$ cat config.mk
export PLATFORM = sky130hd
export DESIGN_NAME = mem_port_arbiter_flat
export DESIGN_NICKNAME = d
export VERILOG_FILES = /design/src/rtl/mem_arb_pkg.sv /design/src/rtl/mem_port_arbiter_if.sv /design/src/rtl/mem_arb_pick.sv /design/src/rtl/mem_port_arbiter.sv /design/src/flat_wrapper.sv
export SDC_FILE = /design/constraint.sdc
export NUM_CORES = 1
export LEC_CHECK = 0
export ABC_AREA = 1
export ABC_CLOCK_PERIOD_IN_PS = 1600
export CAP_MARGIN = 20
export CORE_MARGIN = 5
export CORE_UTILIZATION = 44
export CTS_BUF_LIST = sky130_fd_sc_hd__clkbuf_4
export DETAILED_ROUTE_END_ITERATION = 16
export PLACE_DENSITY = 0.82
export SYNTH_ARGS = -nofsm -noshare
export SYNTH_HDL_FRONTEND = slang
export SYNTH_SLANG_ARGS = --single-unit
$ cat constraint.sdc
create_clock -name clk -period 1.6 [get_ports clk]
set_clock_uncertainty 0.05 [all_clocks]
set_input_delay 0.24 -clock clk [delete_from_list [all_inputs] [get_ports clk]]
set_output_delay 0.24 -clock clk [all_outputs]
set_load 0.01 [all_outputs]
$ cat src/rtl/mem_arb_pkg.sv
// Shared definitions for the RAM port arbiter: FSM encoding, requester indices
// and the supported RAM read-latency range.
package mem_arb_pkg;

    typedef enum logic [1:0] {
        StIdle   = 2'd0,
        StAccess = 2'd1,
        StWait   = 2'd2,
        StAck    = 2'd3
    } arb_state_e;

    localparam logic PORT_CPU = 1'b0;
    localparam logic PORT_LDR = 1'b1;

    localparam int unsigned RD_LAT_MIN = 1;
    localparam int unsigned RD_LAT_MAX = 4;

    // Wait counter only has to reach RD_LAT_MAX-1.
    localparam int unsigned CNT_W = $clog2(RD_LAT_MAX);

    function automatic logic other_port(input logic port);
        return ~port;
    endfunction

endpackage

$ cat src/rtl/mem_port_arbiter_if.sv
// Requester and RAM-side signals of the memory port arbiter. The arbiter uses
// the slave modport; the surrounding system (CPU, loader, RAM) uses master.
interface mem_port_arbiter_if #(
    parameter int unsigned AW = 16,
    parameter int unsigned DW = 8
);
    logic          req0;
    logic          req1;
    logic          we0;
    logic          we1;
    logic [AW-1:0] addr0;
    logic [AW-1:0] addr1;
    logic [DW-1:0] wdata0;
    logic [DW-1:0] wdata1;
    logic          gnt0;
    logic          gnt1;
    logic          done0;
    logic          done1;
    logic [DW-1:0] rdata;
    logic          busy;
    logic          mem_read;
    logic          mem_write;
    logic [AW-1:0] mem_addr;
    logic [DW-1:0] mem_wdata;
    logic [DW-1:0] mem_rdata;

    modport slave (
        input  req0, req1, we0, we1, addr0, addr1, wdata0, wdata1, mem_rdata,
        output gnt0, gnt1, done0, done1, rdata, busy,
        output mem_read, mem_write, mem_addr, mem_wdata
    );

    modport master (
        output req0, req1, we0, we1, addr0, addr1, wdata0, wdata1, mem_rdata,
        input  gnt0, gnt1, done0, done1, rdata, busy,
        input  mem_read, mem_write, mem_addr, mem_wdata
    );
endinterface

$ cat src/rtl/mem_arb_pick.sv
// Combinational winner selection between the CPU and loader requesters,
// either fixed priority (CPU first) or round-robin via the favoured-port pointer.
module mem_arb_pick
    import mem_arb_pkg::*;
(
    input  logic req0,
    input  logic req1,
    input  logic ptr,
    input  logic rr_en,
    output logic winner,
    output logic valid
);

    always_comb begin
        valid  = req0 | req1;
        winner = PORT_CPU;
        if (req0 && req1) begin
            winner = rr_en ? ptr : PORT_CPU;
        end else if (req1) begin
            winner = PORT_LDR;
        end
    end

endmodule

$ cat src/rtl/mem_port_arbiter.sv
// Serialises CPU and loader accesses onto the single RAM port with registered
// strobes and a done pulse. Define MEM_ARB_RR_EN for round-robin arbitration.
module mem_port_arbiter
    import mem_arb_pkg::*;
#(
    parameter int unsigned AW     = 16,
    parameter int unsigned DW     = 8,
    parameter int unsigned RD_LAT = 1
) (
    input logic               clk,
    input logic               rst,
    mem_port_arbiter_if.slave bus
);

`ifdef MEM_ARB_RR_EN
    localparam logic RrEn = 1'b1;
`else
    localparam logic RrEn = 1'b0;
`endif

    // RD_LAT is only meaningful within RD_LAT_MIN..RD_LAT_MAX.
    localparam logic [CNT_W-1:0] CntLast = CNT_W'(RD_LAT - 1);

    arb_state_e       state_q;
    logic [CNT_W-1:0] cnt_q;
    logic             owner_q;
    logic             we_q;
    logic             ptr_q;
    logic             gnt0_q;
    logic             gnt1_q;
    logic             done0_q;
    logic             done1_q;
    logic             busy_q;
    logic             mem_read_q;
    logic             mem_write_q;
    logic [AW-1:0]    mem_addr_q;
    logic [DW-1:0]    mem_wdata_q;
    logic [DW-1:0]    rdata_q;

    logic             pick_winner;
    logic             pick_valid;
    logic             sel_we;
    logic [AW-1:0]    sel_addr;
    logic [DW-1:0]    sel_wdata;

    mem_arb_pick u_pick (
        .req0   (bus.req0),
        .req1   (bus.req1),
        .ptr    (ptr_q),
        .rr_en  (RrEn),
        .winner (pick_winner),
        .valid  (pick_valid)
    );

    always_comb begin
        sel_we    = bus.we0;
        sel_addr  = bus.addr0;
        sel_wdata = bus.wdata0;
        if (pick_winner == PORT_LDR) begin
            sel_we    = bus.we1;
            sel_addr  = bus.addr1;
            sel_wdata = bus.wdata1;
        end
    end

    always_ff @(posedge clk or negedge rst) begin
        if (!rst) begin
            state_q     <= StIdle;
            cnt_q       <= '0;
            owner_q     <= PORT_CPU;
            we_q        <= 1'b0;
            ptr_q       <= PORT_CPU;
            gnt0_q      <= 1'b0;
            gnt1_q      <= 1'b0;
            done0_q     <= 1'b0;
            done1_q     <= 1'b0;
            busy_q      <= 1'b0;
            mem_read_q  <= 1'b0;
            mem_write_q <= 1'b0;
            mem_addr_q  <= '0;
            mem_wdata_q <= '0;
            rdata_q     <= '0;
        end else begin
            case (state_q)
                StIdle: begin
                    // Strobe is raised here so it is visible in the ACCESS cycle.
                    if (pick_valid) begin
                        owner_q     <= pick_winner;
                        we_q        <= sel_we;
                        mem_addr_q  <= sel_addr;
                        mem_wdata_q <= sel_wdata;
                        gnt0_q      <= (pick_winner == PORT_CPU);
                        gnt1_q      <= (pick_winner == PORT_LDR);
                        busy_q      <= 1'b1;
                        mem_read_q  <= ~sel_we;
                        mem_write_q <= sel_we;
                        state_q     <= StAccess;
                    end
                end
                StAccess: begin
                    mem_read_q  <= 1'b0;
                    mem_write_q <= 1'b0;
                    cnt_q       <= '0;
                    state_q     <= StWait;
                end
                StWait: begin
                    if (cnt_q == CntLast) begin
                        if (!we_q) begin
                            rdata_q <= bus.mem_rdata;
                        end
                        done0_q <= (owner_q == PORT_CPU);
                        done1_q <= (owner_q == PORT_LDR);
                        state_q <= StAck;
                    end else begin
                        cnt_q <= cnt_q + 1'b1;
                    end
                end
                StAck: begin
                    done0_q     <= 1'b0;
                    done1_q     <= 1'b0;
                    gnt0_q      <= 1'b0;
                    gnt1_q      <= 1'b0;
                    busy_q      <= 1'b0;
                    mem_addr_q  <= '0;
                    mem_wdata_q <= '0;
                    ptr_q       <= other_port(owner_q);
                    state_q     <= StIdle;
                end
                default: state_q <= StIdle;
            endcase
        end
    end

    assign bus.gnt0      = gnt0_q;
    assign bus.gnt1      = gnt1_q;
    assign bus.done0     = done0_q;
    assign bus.done1     = done1_q;
    assign bus.busy      = busy_q;
    assign bus.rdata     = rdata_q;
    assign bus.mem_read  = mem_read_q;
    assign bus.mem_write = mem_write_q;
    assign bus.mem_addr  = mem_addr_q;
    assign bus.mem_wdata = mem_wdata_q;

endmodule

$ cat src/flat_wrapper.sv
// flat-port wrapper written by rule: the top's interface ports become plain ports
module mem_port_arbiter_flat import mem_arb_pkg::*;
#(
    parameter int unsigned AW     = 16,
    parameter int unsigned DW     = 8,
    parameter int unsigned RD_LAT = 1
)
  (clk, rst, bus_req0, bus_req1, bus_we0, bus_we1, bus_addr0, bus_addr1, bus_wdata0, bus_wdata1, bus_mem_rdata, bus_gnt0, bus_gnt1, bus_done0, bus_done1, bus_rdata, bus_busy, bus_mem_read, bus_mem_write, bus_mem_addr, bus_mem_wdata);
  mem_port_arbiter_if #(.AW(AW), .DW(DW)) bus_i ();
  input logic clk;
  input logic rst;
  input wire logic [$bits(bus_i.req0)-1:0] bus_req0;
  input wire logic [$bits(bus_i.req1)-1:0] bus_req1;
  input wire logic [$bits(bus_i.we0)-1:0] bus_we0;
  input wire logic [$bits(bus_i.we1)-1:0] bus_we1;
  input wire logic [$bits(bus_i.addr0)-1:0] bus_addr0;
  input wire logic [$bits(bus_i.addr1)-1:0] bus_addr1;
  input wire logic [$bits(bus_i.wdata0)-1:0] bus_wdata0;
  input wire logic [$bits(bus_i.wdata1)-1:0] bus_wdata1;
  input wire logic [$bits(bus_i.mem_rdata)-1:0] bus_mem_rdata;
  output wire logic [$bits(bus_i.gnt0)-1:0] bus_gnt0;
  output wire logic [$bits(bus_i.gnt1)-1:0] bus_gnt1;
  output wire logic [$bits(bus_i.done0)-1:0] bus_done0;
  output wire logic [$bits(bus_i.done1)-1:0] bus_done1;
  output wire logic [$bits(bus_i.rdata)-1:0] bus_rdata;
  output wire logic [$bits(bus_i.busy)-1:0] bus_busy;
  output wire logic [$bits(bus_i.mem_read)-1:0] bus_mem_read;
  output wire logic [$bits(bus_i.mem_write)-1:0] bus_mem_write;
  output wire logic [$bits(bus_i.mem_addr)-1:0] bus_mem_addr;
  output wire logic [$bits(bus_i.mem_wdata)-1:0] bus_mem_wdata;
  assign bus_i.req0 = bus_req0;
  assign bus_i.req1 = bus_req1;
  assign bus_i.we0 = bus_we0;
  assign bus_i.we1 = bus_we1;
  assign bus_i.addr0 = bus_addr0;
  assign bus_i.addr1 = bus_addr1;
  assign bus_i.wdata0 = bus_wdata0;
  assign bus_i.wdata1 = bus_wdata1;
  assign bus_i.mem_rdata = bus_mem_rdata;
  assign bus_gnt0 = bus_i.gnt0;
  assign bus_gnt1 = bus_i.gnt1;
  assign bus_done0 = bus_i.done0;
  assign bus_done1 = bus_i.done1;
  assign bus_rdata = bus_i.rdata;
  assign bus_busy = bus_i.busy;
  assign bus_mem_read = bus_i.mem_read;
  assign bus_mem_write = bus_i.mem_write;
  assign bus_mem_addr = bus_i.mem_addr;
  assign bus_mem_wdata = bus_i.mem_wdata;
  mem_port_arbiter #(.AW(AW), .DW(DW), .RD_LAT(RD_LAT)) u_core (.clk(clk), .rst(rst), .bus(bus_i));
endmodule
==> results of run 1 <==
-- cells in the final DEF (no fill, tap or decap), drive strengths merged --
cell type	n
buf	21
clkbuf	5
clkdlybuf4s50	63
clkinv	5
dfrtp	45
dlygate4sd2	6
dlygate4sd3	1
dlymetal6s2s	30
ha	9
inv	16
nand2	110
nand3	68
nand4	24
nor2	3
o211ai	2
o21ai	11
-- sequential cells by signal (all words and copies together) (netlist names), 2 cells and up --
register	cells
u_core.bus.mem_addr	16
u_core.bus.mem_wdata	8
u_core.bus.rdata	8
u_core.cnt_q	2
u_core.state_q	2
-- what timing repair did --
action,4_1_cts,5_1_grt
setup endpoints to repair,33,64
gates cloned,0,0
gates resized for setup,8,35
setup buffers,0,6
hold buffers,1,0
hold endpoints to repair,18,0
-- kinds of logic after synthesis --
group / after synthesis
DFF: 45
AOI/OAI and AO/OA: 13
buffers and inverters: 37
adders and majority gates: 9
and+or+nand+nor: 205
-- worst register-to-register path: stages (launching register included) --
cell	delay, ns
dfrtp_1	0.47
ha_1	0.29
inv_2	0.13
buf_12	0.19
nand3_1	0.10
nand2_1	0.10
nand2_1	0.06
nand2_1	0.06
-- routing by layer --
layer  global-route usage  part of all wire  up-vias  routed length, um
li1                     -                 -     1254                  -
met1                0.218              0.41     1177               2780
met2                0.340              0.52       70               3500
met3               0.0608             0.065        5                441
met4               0.0417            0.0087        0                 59
met5                    0                 0        -                  0
-- where the power goes --
part	switching, mW	internal (mW)	total [mW]	leakage, nW
combinational	1.94	1.64	3.58	1.62
sequential	0.284	1.66	1.94	0.568
clock	0.375	0.167	0.542	0.0326
-- stage by stage --
step                      worst slack, ns  setup TNS, ns   util  instance area (sq um)  cells
final                              0.0365              0  0.687                   3760    491
after global routing              0.00195              0  0.687                   3760    491
after CTS                         0.00181              0  0.662                   3620    485
after detailed placement          -0.0604         -0.821  0.649                   3550    476
after global placement            -0.0278        -0.0573  0.649                   3550    476
after floorplan                     0.130              0      -                   2460    309
-- worst paths after layout --
path                                                       end  slack [ns]  cells past startpoint
max                                               bus_rdata[0]        0.04                      1
min                         u_core.bus.mem_addr[0]$_DFFE_PN0P_        0.28                      2
max reg2reg                u_core.bus.mem_wdata[2]$_DFFE_PN0P_        0.09                      7
min reg2reg                    u_core.bus.rdata[3]$_DFFE_PN0P_        0.43                      2
max in group asynchronous          u_core.cnt_q[0]$_DFFE_PN0P_        0.58                      3
min in group clk               u_core.bus.rdata[0]$_DFFE_PN0P_        0.37                      3
-- cell type report --
type / instances / share of cell area
clock buffers: 5 / 0.00999
inverters: 18 / 0.0180
repair buffers: 121 / 0.337
flip-flops and latches: 45 / 0.300
multi-input cells: 227 / 0.307
clock inverters: 3 / 0.00466
well taps: 72 / 0.0240
==> metrics, run 1 <==
largest net degree at the start of global routing=33; Synth Area in Simple Gates=0.381; Synth area leader=dfrtp_1; synth cell count leaders=nand2_1 (107), nand3_1 (68), dfrtp_1 (45); Worst IR Drop VDD=0.814 mV; dominant cells by area after synthesis=dfrtp_1 (46%), nand2_1 (16%), nand3_1 (14%), nand4_1 (6.1%), ha_1 (4.6%); Syn Area/Cell=7.96 sq um; H-tree Lvls=2; Adder-Cell Fraction of Synth Area=0.0458; unrepaired setup endpoints after global routing=false; CP endpoint kind=output pin; RR Startpoint=u_core.state_q[0]$_DFFE_PN0P_; vias=2,506; min Tclk post-route=1.56 ns; first-pass GRT wire length=11,100 um; Max Root-Sink Buffers=2; share of the synthesized area in the top cell type=0.458; Crit Path Category=reg2out; Critical path origin=u_core.bus.rdata[0]$_DFFE_PN0P_; XOR/XNOR share of the synthesized area=0; DR pass1 iterations=4; multiplexer share of the synthesized area=0; worst slew pin tran=0.467 ns; Req. time, crit path=1.31 ns; synthesized instance count=309; sequential fraction of the synthesis area=0.458; fin. max-slew vios=0; Post-Synthesis Cell Area=2460 sq um; core area=5470 sq um; share of cells above drive strength 1=0.0907; P_leak=2.22 nW; die span in y=84.8 um; max-cap check violation count=0; hold slack=0.281 ns; num rows=27; fmax=640 MHz; vias in the first global route=2,405; largest stage delay on the critical path=0.53 ns; Starting Density=0.450; DR iter-0 viols=180; All-Layer GR Usage=0.189; Main synth FF type=dfrtp_1; Worst setup SP type=flip-flop; PortBufs=100; chip width=84.8 um; drc violations=0; total power=6.07 mW; IO Pins=101; antenna viol nets, final=0; Storage cell area=1130 sq um; Post-synth EDFFs=0; CP top delay family=buffers and inverters; combinational family with the most area after synthesis=simple AND/OR/NAND/NOR gates; Yosys reg bits=45; Critical Path AT=1.27 ns; initial antenna violation count=0; WL per Instance=13.8 um; DIE AREA=7190 sq um; final hold viol count=0; Pwr per Cell Area=1610 nW/um^2; area grow syn2layout=52.7%; Clk pin slew, worst setup/hold paths=0.15 ns; Crit-path slowest cell=clkdlybuf4s50_1; CP Buf/Inv Count=1; total clock buffers created by CTS=5; Final Cycle Share=0.977; Layout fillers=449; GP Congestion=0.847; Nets=489; vias per inst=5.10; relative slew slack=0.689; GRT Residual Overflow=0; HPWL Detailed=5010 um; drt total wl=6780 um; # diodes=0; Max FO, Critical Path=2; number of synthesis warnings=0; most common cell in the netlist=nand2_1; Num Clock Sinks=45; Clock Latency Late Sink=0.37 ns; Setup violations, final=0; Multi-input gate area=1150 sq um; syn_nets=380; CP cell instances=clkdlybuf4s50_1; CTS tree=done; fraction of registers with async set/reset=1.00; Synth cell types=16; post-synthesis compound-gate area fraction=0.0330; run status=completed; Hold WC Path Type=in2async; Root Buffer=clkbuf_4
Note: power is estimated with default switching activity, not from simulation.
==> inputs of run 2 (changes only) <==
--- a/config.mk
+++ b/config.mk
@@ -8,11 +8,12 @@
 export ABC_AREA = 1
 export ABC_CLOCK_PERIOD_IN_PS = 1600
 export CAP_MARGIN = 20
-export CORE_MARGIN = 5
-export CORE_UTILIZATION = 44
+export CORE_MARGIN = 10
+export CORE_UTILIZATION = 65
 export CTS_BUF_LIST = sky130_fd_sc_hd__clkbuf_4
 export DETAILED_ROUTE_END_ITERATION = 16
-export PLACE_DENSITY = 0.82
+export DONT_BUFFER_PORTS = 1
+export PLACE_DENSITY = 0.81
 export SYNTH_ARGS = -nofsm -noshare
 export SYNTH_HDL_FRONTEND = slang
 export SYNTH_SLANG_ARGS = --single-unit
==> metrics, run 2 (synthesis gave the netlist of run 1 again) <==
Num Clock Sinks=45 (unchanged); Worst setup SP type=flip-flop; largest stage delay on the critical path=0.37 ns (-0.16 ns); num rows=22 (-19%); Post-Place Worst Slack=0.0365 ns (+0.0970 ns); drt total wl=6680 um (-1.5%); GP Congestion=0.783 (-7.6%); final hold viol count=0 (unchanged); Clk pin slew, worst setup/hold paths=0.12 ns (-0.03 ns); vias per inst=5.94 (+16%); max-cap check violation count=0 (unchanged); fmax=680 MHz (+6.3%); Nets=392 (-20%); Most Used Layer, Global Route=met2; Final Instance Area=2750 sq um (-27%); Max Root-Sink Buffers=2 (unchanged); CP cell instances=inv_1, buf_4, ha_1, nand2_1, clkinv_1, nand2_1, nand2_1, nand2_1; All-Layer GR Usage=0.196 (+0.00705); GRT Residual Overflow=0 (unchanged); run status=completed; Hold WC Path Type=in2reg; Setup TNS=0 ns (unchanged); total power=5.46 mW (-10%); Crit-path slowest cell=dfrtp_1; Critical Path AT=1.71 ns (+0.44 ns); vias=2,199 (-12%); vias in the first global route=2,149 (-11%); Crit Path Category=reg2reg; DR iter-0 viols=113 (-37%); Root Buffer=clkbuf_4; drc violations=0 (unchanged); H-tree Lvls=2 (unchanged); chip width=81.5 um (-3.8%); share of cells above drive strength 1=0.0932 (+0.00248); Starting Density=0.672 (+0.223); CP endpoint kind=flip-flop; M2 GR Usage=0.311 (-0.0283); total clock buffers created by CTS=5 (unchanged); min Tclk post-route=1.47 ns (-0.0928 ns); first-pass GRT wire length=10,400 um (-5.9%); Req. time, crit path=1.84 ns (+0.53 ns); GR Layer Usage met1=0.235 (+0.0174); most common cell after layout, fill and taps aside=nand2_1; Setup violations, final=0 (unchanged); Worst IR Drop VDD=1.24 mV (+52%); P_leak=1.46 nW (-34%); HPWL Detailed=4610 um (-8.0%); DR pass1 iterations=4 (unchanged); largest net degree at the start of global routing=46 (+39%); relative slew slack=0.771 (+0.0822); PortBufs=0 (-100%); CTS tree=done; fin. max-slew vios=0 (unchanged); Clock Latency Late Sink=0.35 ns (-0.02 ns); Final WS setup=0.129 ns (+0.0928 ns); WL per Instance=18.0 um (+31%); Pwr per Cell Area=1990 nW/um^2 (+23%); die span in y=81.5 um (-3.8%); cell repeated most along the worst path=nand2_1; initial antenna violation count=0 (unchanged); max reg flops=16 (unchanged); # diodes=0 (unchanged); Post-DP Area=2480 sq um (-30%); core area=3660 sq um (-33%); antenna viol nets, final=0 (unchanged); commonest non-fill, non-tap cells in the layout=nand2_1 (107), nand3_1 (68), dfrtp_1 (45); area grow syn2layout=11.5%; unrepaired setup endpoints after global routing=false; DIE AREA=6650 sq um (-7.5%); IO Pins=101 (unchanged); Max FO, Critical Path=8 (+6); grt met3 use=0.0862 (+0.0254); worst slew pin tran=0.342 ns (-0.125 ns); Final Cycle Share=0.919 (-0.0580)
run 2: cell types whose count changed in the layout (fill, tap and decap cells not counted), sizes merged:
cell / before / now
buf: 21 / 12
bufinv: 0 / 1
clkbuf: 5 / 8
clkdlybuf4s50: 63 / 0
clkinv: 5 / 3
dlygate4sd2: 6 / 0
dlygate4sd3: 1 / 10
dlymetal6s2s: 30 / 0
run 2: worst paths after layout:
path / from / end / slack (ns) / depth (start not counted)
max in group asynchronous: rst / u_core.bus.mem_read$_DFFE_PN0P_ / 0.95 / 2
setup reg to reg: u_core.state_q[0]$_DFFE_PN0P_ / u_core.bus.rdata[3]$_DFFE_PN0P_ / 0.13 / 8
min in group asynchronous: rst / u_core.bus.mem_wdata[3]$_DFFE_PN0P_ / 0.34 / 2
hold / removal: bus_addr0[6] / u_core.bus.mem_addr[6]$_DFFE_PN0P_ / 0.06 / 4
hold reg to reg: u_core.bus.rdata[2]$_DFFE_PN0P_ / u_core.bus.rdata[2]$_DFFE_PN0P_ / 0.51 / 2
setup / recovery: u_core.state_q[0]$_DFFE_PN0P_ / u_core.bus.rdata[3]$_DFFE_PN0P_ / 0.13 / 8
run 2: power breakdown:
part / total [mW] / switching (mW) / leakage, nW / internal [mW]
sequential: 2.25 / 0.587 / 0.568 / 1.66
clock: 0.685 / 0.342 / 0.0433 / 0.342
combinational: 2.53 / 1.55 / 0.848 / 0.977
total: 5.46 / 2.48 / 1.46 / 2.98
run 2: metal layers:
metal,up-vias,part of all wire
met2,104,0.47
met4,0,0.0072
li1,1057,-
met3,6,0.13
met5,-,0
met1,1032,0.39
run 2: critical path: cells and delay by family, from the launching register on:
kind / cells / cell delay [ns]
adders and majority gates: 1 / 0.22
buffers and inverters: 3 / 0.29
DFF: 1 / 0.37
and+or+nand+nor: 4 / 0.47
run 2: final cells by class:
| cell class | count | area, sq um |
|---|---|---|
| clock inverter | 2 | 33.8 |
| clock buffer | 6 | 45.0 |
| inverter | 18 | 70.1 |
| sequential | 45 | 1130 |
| fill | 283 | 916 |
| tap | 48 | 60.1 |
| multi-input combinational | 227 | 1140 |
| timing repair buffer | 24 | 265 |
run 2: what timing repair did:
item / CTS / global route
hold buffers: 11 / 0
setup endpoints to repair: 0 / 28
resized for setup: 0 / 5
hold endpoints to repair: 54 / 0
buffers inserted: 0 / 0
run 2: per-stage QoR:
| step | std cells | util | hold slack (ns) |
|---|---|---|---|
| after global placement | 349 | 0.677 | -0.104 |
| after detailed placement | 349 | 0.677 | -0.104 |
| after CTS | 368 | 0.732 | 0.0414 |
| after global routing | 370 | 0.750 | 0.0518 |
| final | 370 | 0.750 | 0.0563 |
| after floorplan | 309 | - | -0.106 |
==> inputs of run 3 (changes only) <==
==> constraint.sdc (replaced) <==
create_clock -name clk -period 1.6 [get_ports clk]
set_clock_uncertainty 0.05 [all_clocks]
set_input_delay 0.24 -clock clk [delete_from_list [all_inputs] [get_ports clk]]
set_output_delay 0.24 -clock clk [all_outputs]
set_load 0.05 [all_outputs]
==> metrics, run 3 (synthesis gave the netlist of run 1 again) <==
initial antenna violation count=0 (unchanged); final hold viol count=0 (unchanged); Worst setup SP type=flip-flop; Req. time, crit path=1.80 ns (-0.04 ns); Crit Path Category=reg2reg; Combinational Power Share=0.385 (-0.078); Setup violations, final=0 (unchanged); Psw=3.89 mW (+57%); most common cell after layout, fill and taps aside=nand2_1; commonest non-fill, non-tap cells in the layout=nand2_1 (106), nand3_1 (68), dfrtp_1 (45); IO Pins=101 (unchanged); Post-DP Area=2480 sq um (+0.20%); Storage cell area=1130 sq um (unchanged); P_leak=1.44 nW (-1.2%); Critical Path AT=1.73 ns (+0.02 ns); core area=3660 sq um (unchanged); Final Cycle Share=0.957 (+0.0380); CP cell instances=inv_1, buf_4, ha_1, nand2_1, clkinv_1, buf_4, nand3_1, nand2_1; vias per inst=6.01 (+1.0%); fmax=653 MHz (-4.0%); vias=2,210 (+0.50%); PortBufs=0 (unchanged); Final Instance Area=2740 sq um (-0.36%); Starting Density=0.672 (unchanged); fin. max-slew vios=0 (unchanged); Clk pin slew, worst setup/hold paths=0.15 ns (+0.03 ns); # diodes=0 (unchanged); Max Root-Sink Buffers=2 (unchanged); chip width=81.5 um (unchanged); Pwr per Cell Area=2440 nW/um^2 (+23%); H-tree Lvls=2 (unchanged); GP Congestion=0.800 (+2.2%); num rows=22 (unchanged); first-pass GRT wire length=10,200 um (-2.3%); GRT Residual Overflow=0 (unchanged); Layout fillers=283 (unchanged); Clk pwr share=0.083 (-0.042); DIE AREA=6650 sq um (unchanged); Nets=390 (-0.51%); max-cap check violation count=0 (unchanged); Max FO, Critical Path=6 (-2); Worst IR Drop VDD=1.40 mV (+13%); Final Non-Filler Cells=368 (-0.54%); hold slack=0.0327 ns (-0.0236 ns); Final WS setup=0.0685 ns (-0.0607 ns); die span in y=81.5 um (unchanged); Final Core Density=0.747 (-0.00273); drc violations=0 (unchanged); max reg flops=16 (unchanged); CP endpoint kind=flip-flop; Flop pwr share=0.533 (+0.121); All-Layer GR Usage=0.189 (-0.00700); DR iter-0 viols=188 (+66%); DR pass1 iterations=5 (+1); Root Buffer=clkbuf_4; Crit-path slowest cell=dfrtp_1; HPWL Detailed=4560 um (-0.96%); largest stage delay on the critical path=0.37 ns (about the same); total clock buffers created by CTS=5 (unchanged); share of cells above drive strength 1=0.0969 (+0.00371); antenna viol nets, final=0 (unchanged); largest net degree at the start of global routing=46 (unchanged); Num Clock Sinks=45 (unchanged); Multi-input gate area=1150 sq um (+0.22%); WL per Instance=18.3 um (+1.5%); number of post-CTS setup repair buffers=0 (unchanged); CTS tree=done; unrepaired setup endpoints after global routing=true; relative slew slack=0.649 (-0.123); worst slew pin tran=0.527 ns (+0.185 ns); Post-Place Worst Slack=0.0336 ns (-0.00293 ns); area grow syn2layout=11.1%; run status=completed; dpl cells=348 (-0.29%); vias in the first global route=2,087 (-2.9%); Clock Latency Late Sink=0.34 ns (about the same); drt total wl=6740 um (+0.96%); min Tclk post-route=1.53 ns (+0.0607 ns); internal power=2.80 mW (-6.2%); Hold WC Path Type=in2reg; Worst R2R Setup Slack=0.07 ns (-0.06 ns); Sw Ratio=0.581 (+0.127)
run 3: cell count changes in the layout (fill, tap and decap cells not counted), sizes merged:
cell and change:
bufinv -1, dlygate4sd3 -1, clkbuf -1, clkinvlp +3
clkinv -1, buf -1
run 3: timing repair:
item | CTS | global route
hold buffers | 10 | 0
endpoints found under the hold margin | 53 | 0
setup endpoints to repair | 0 | 35
resized for setup | 0 | 6
run 3: final timing paths:
| kind | start | end | depth (start not counted) |
|---|---|---|---|
| setup / recovery | u_core.state_q[0]$_DFFE_PN0P_ | u_core.bus.rdata[1]$_DFFE_PN0P_ | 8 |
| hold / removal | bus_req1 | u_core.bus.gnt1$_DFFE_PN0P_ | 2 |
| setup reg to reg | u_core.state_q[0]$_DFFE_PN0P_ | u_core.bus.rdata[1]$_DFFE_PN0P_ | 8 |
| hold reg to reg | u_core.owner_q$_DFFE_PN0P_ | u_core.owner_q$_DFFE_PN0P_ | 2 |
| max in group asynchronous | rst | u_core.bus.mem_wdata[1]$_DFFE_PN0P_ | 2 |
| min in group asynchronous | rst | u_core.bus.rdata[2]$_DFFE_PN0P_ | 2 |
run 3: metrics by stage:
step | power, mW | setup TNS [ns]
detailed placement | 5.89 | 0
global route | 7.16 | -0.0539
global placement | 5.79 | 0
finish | 6.68 | 0
CTS | 6.48 | 0
floorplan | 5.28 | 0
run 3: power by group through the flow:
stage	logic (mW)	clock network [mW]	registers, mW
2_1_floorplan	1.82	0	3.47
3_3_place_gp	2.19	0	3.60
3_5_place_dp	2.28	0	3.60
4_1_cts	2.34	0.561	3.58
5_1_grt	2.92	0.611	3.64
6_report	2.57	0.551	3.56
run 3: cell type report:
cell class / instances / area share
multi-input cells: 227 / 0.419
flip-flops and latches: 45 / 0.412
repair buffers: 22 / 0.0993
inverters: 18 / 0.0256
well taps: 48 / 0.0220
clock buffers: 5 / 0.0137
clock inverters: 3 / 0.00823
run 3: worst max-delay path: cells and delay by family (launching register included):
family	cells	cell delay (ns)
fa+ha+maj	1	0.23
buf+inv	4	0.54
flops	1	0.37
simple gates	3	0.25
run 3: routing by layer:
metal	vias up	global-route usage	routed length (um)
met5	-	0	0
met4	0	0.0311	32
met3	4	0.0852	845
met2	93	0.287	3160
met1	1058	0.246	2700
li1	1055	-	-
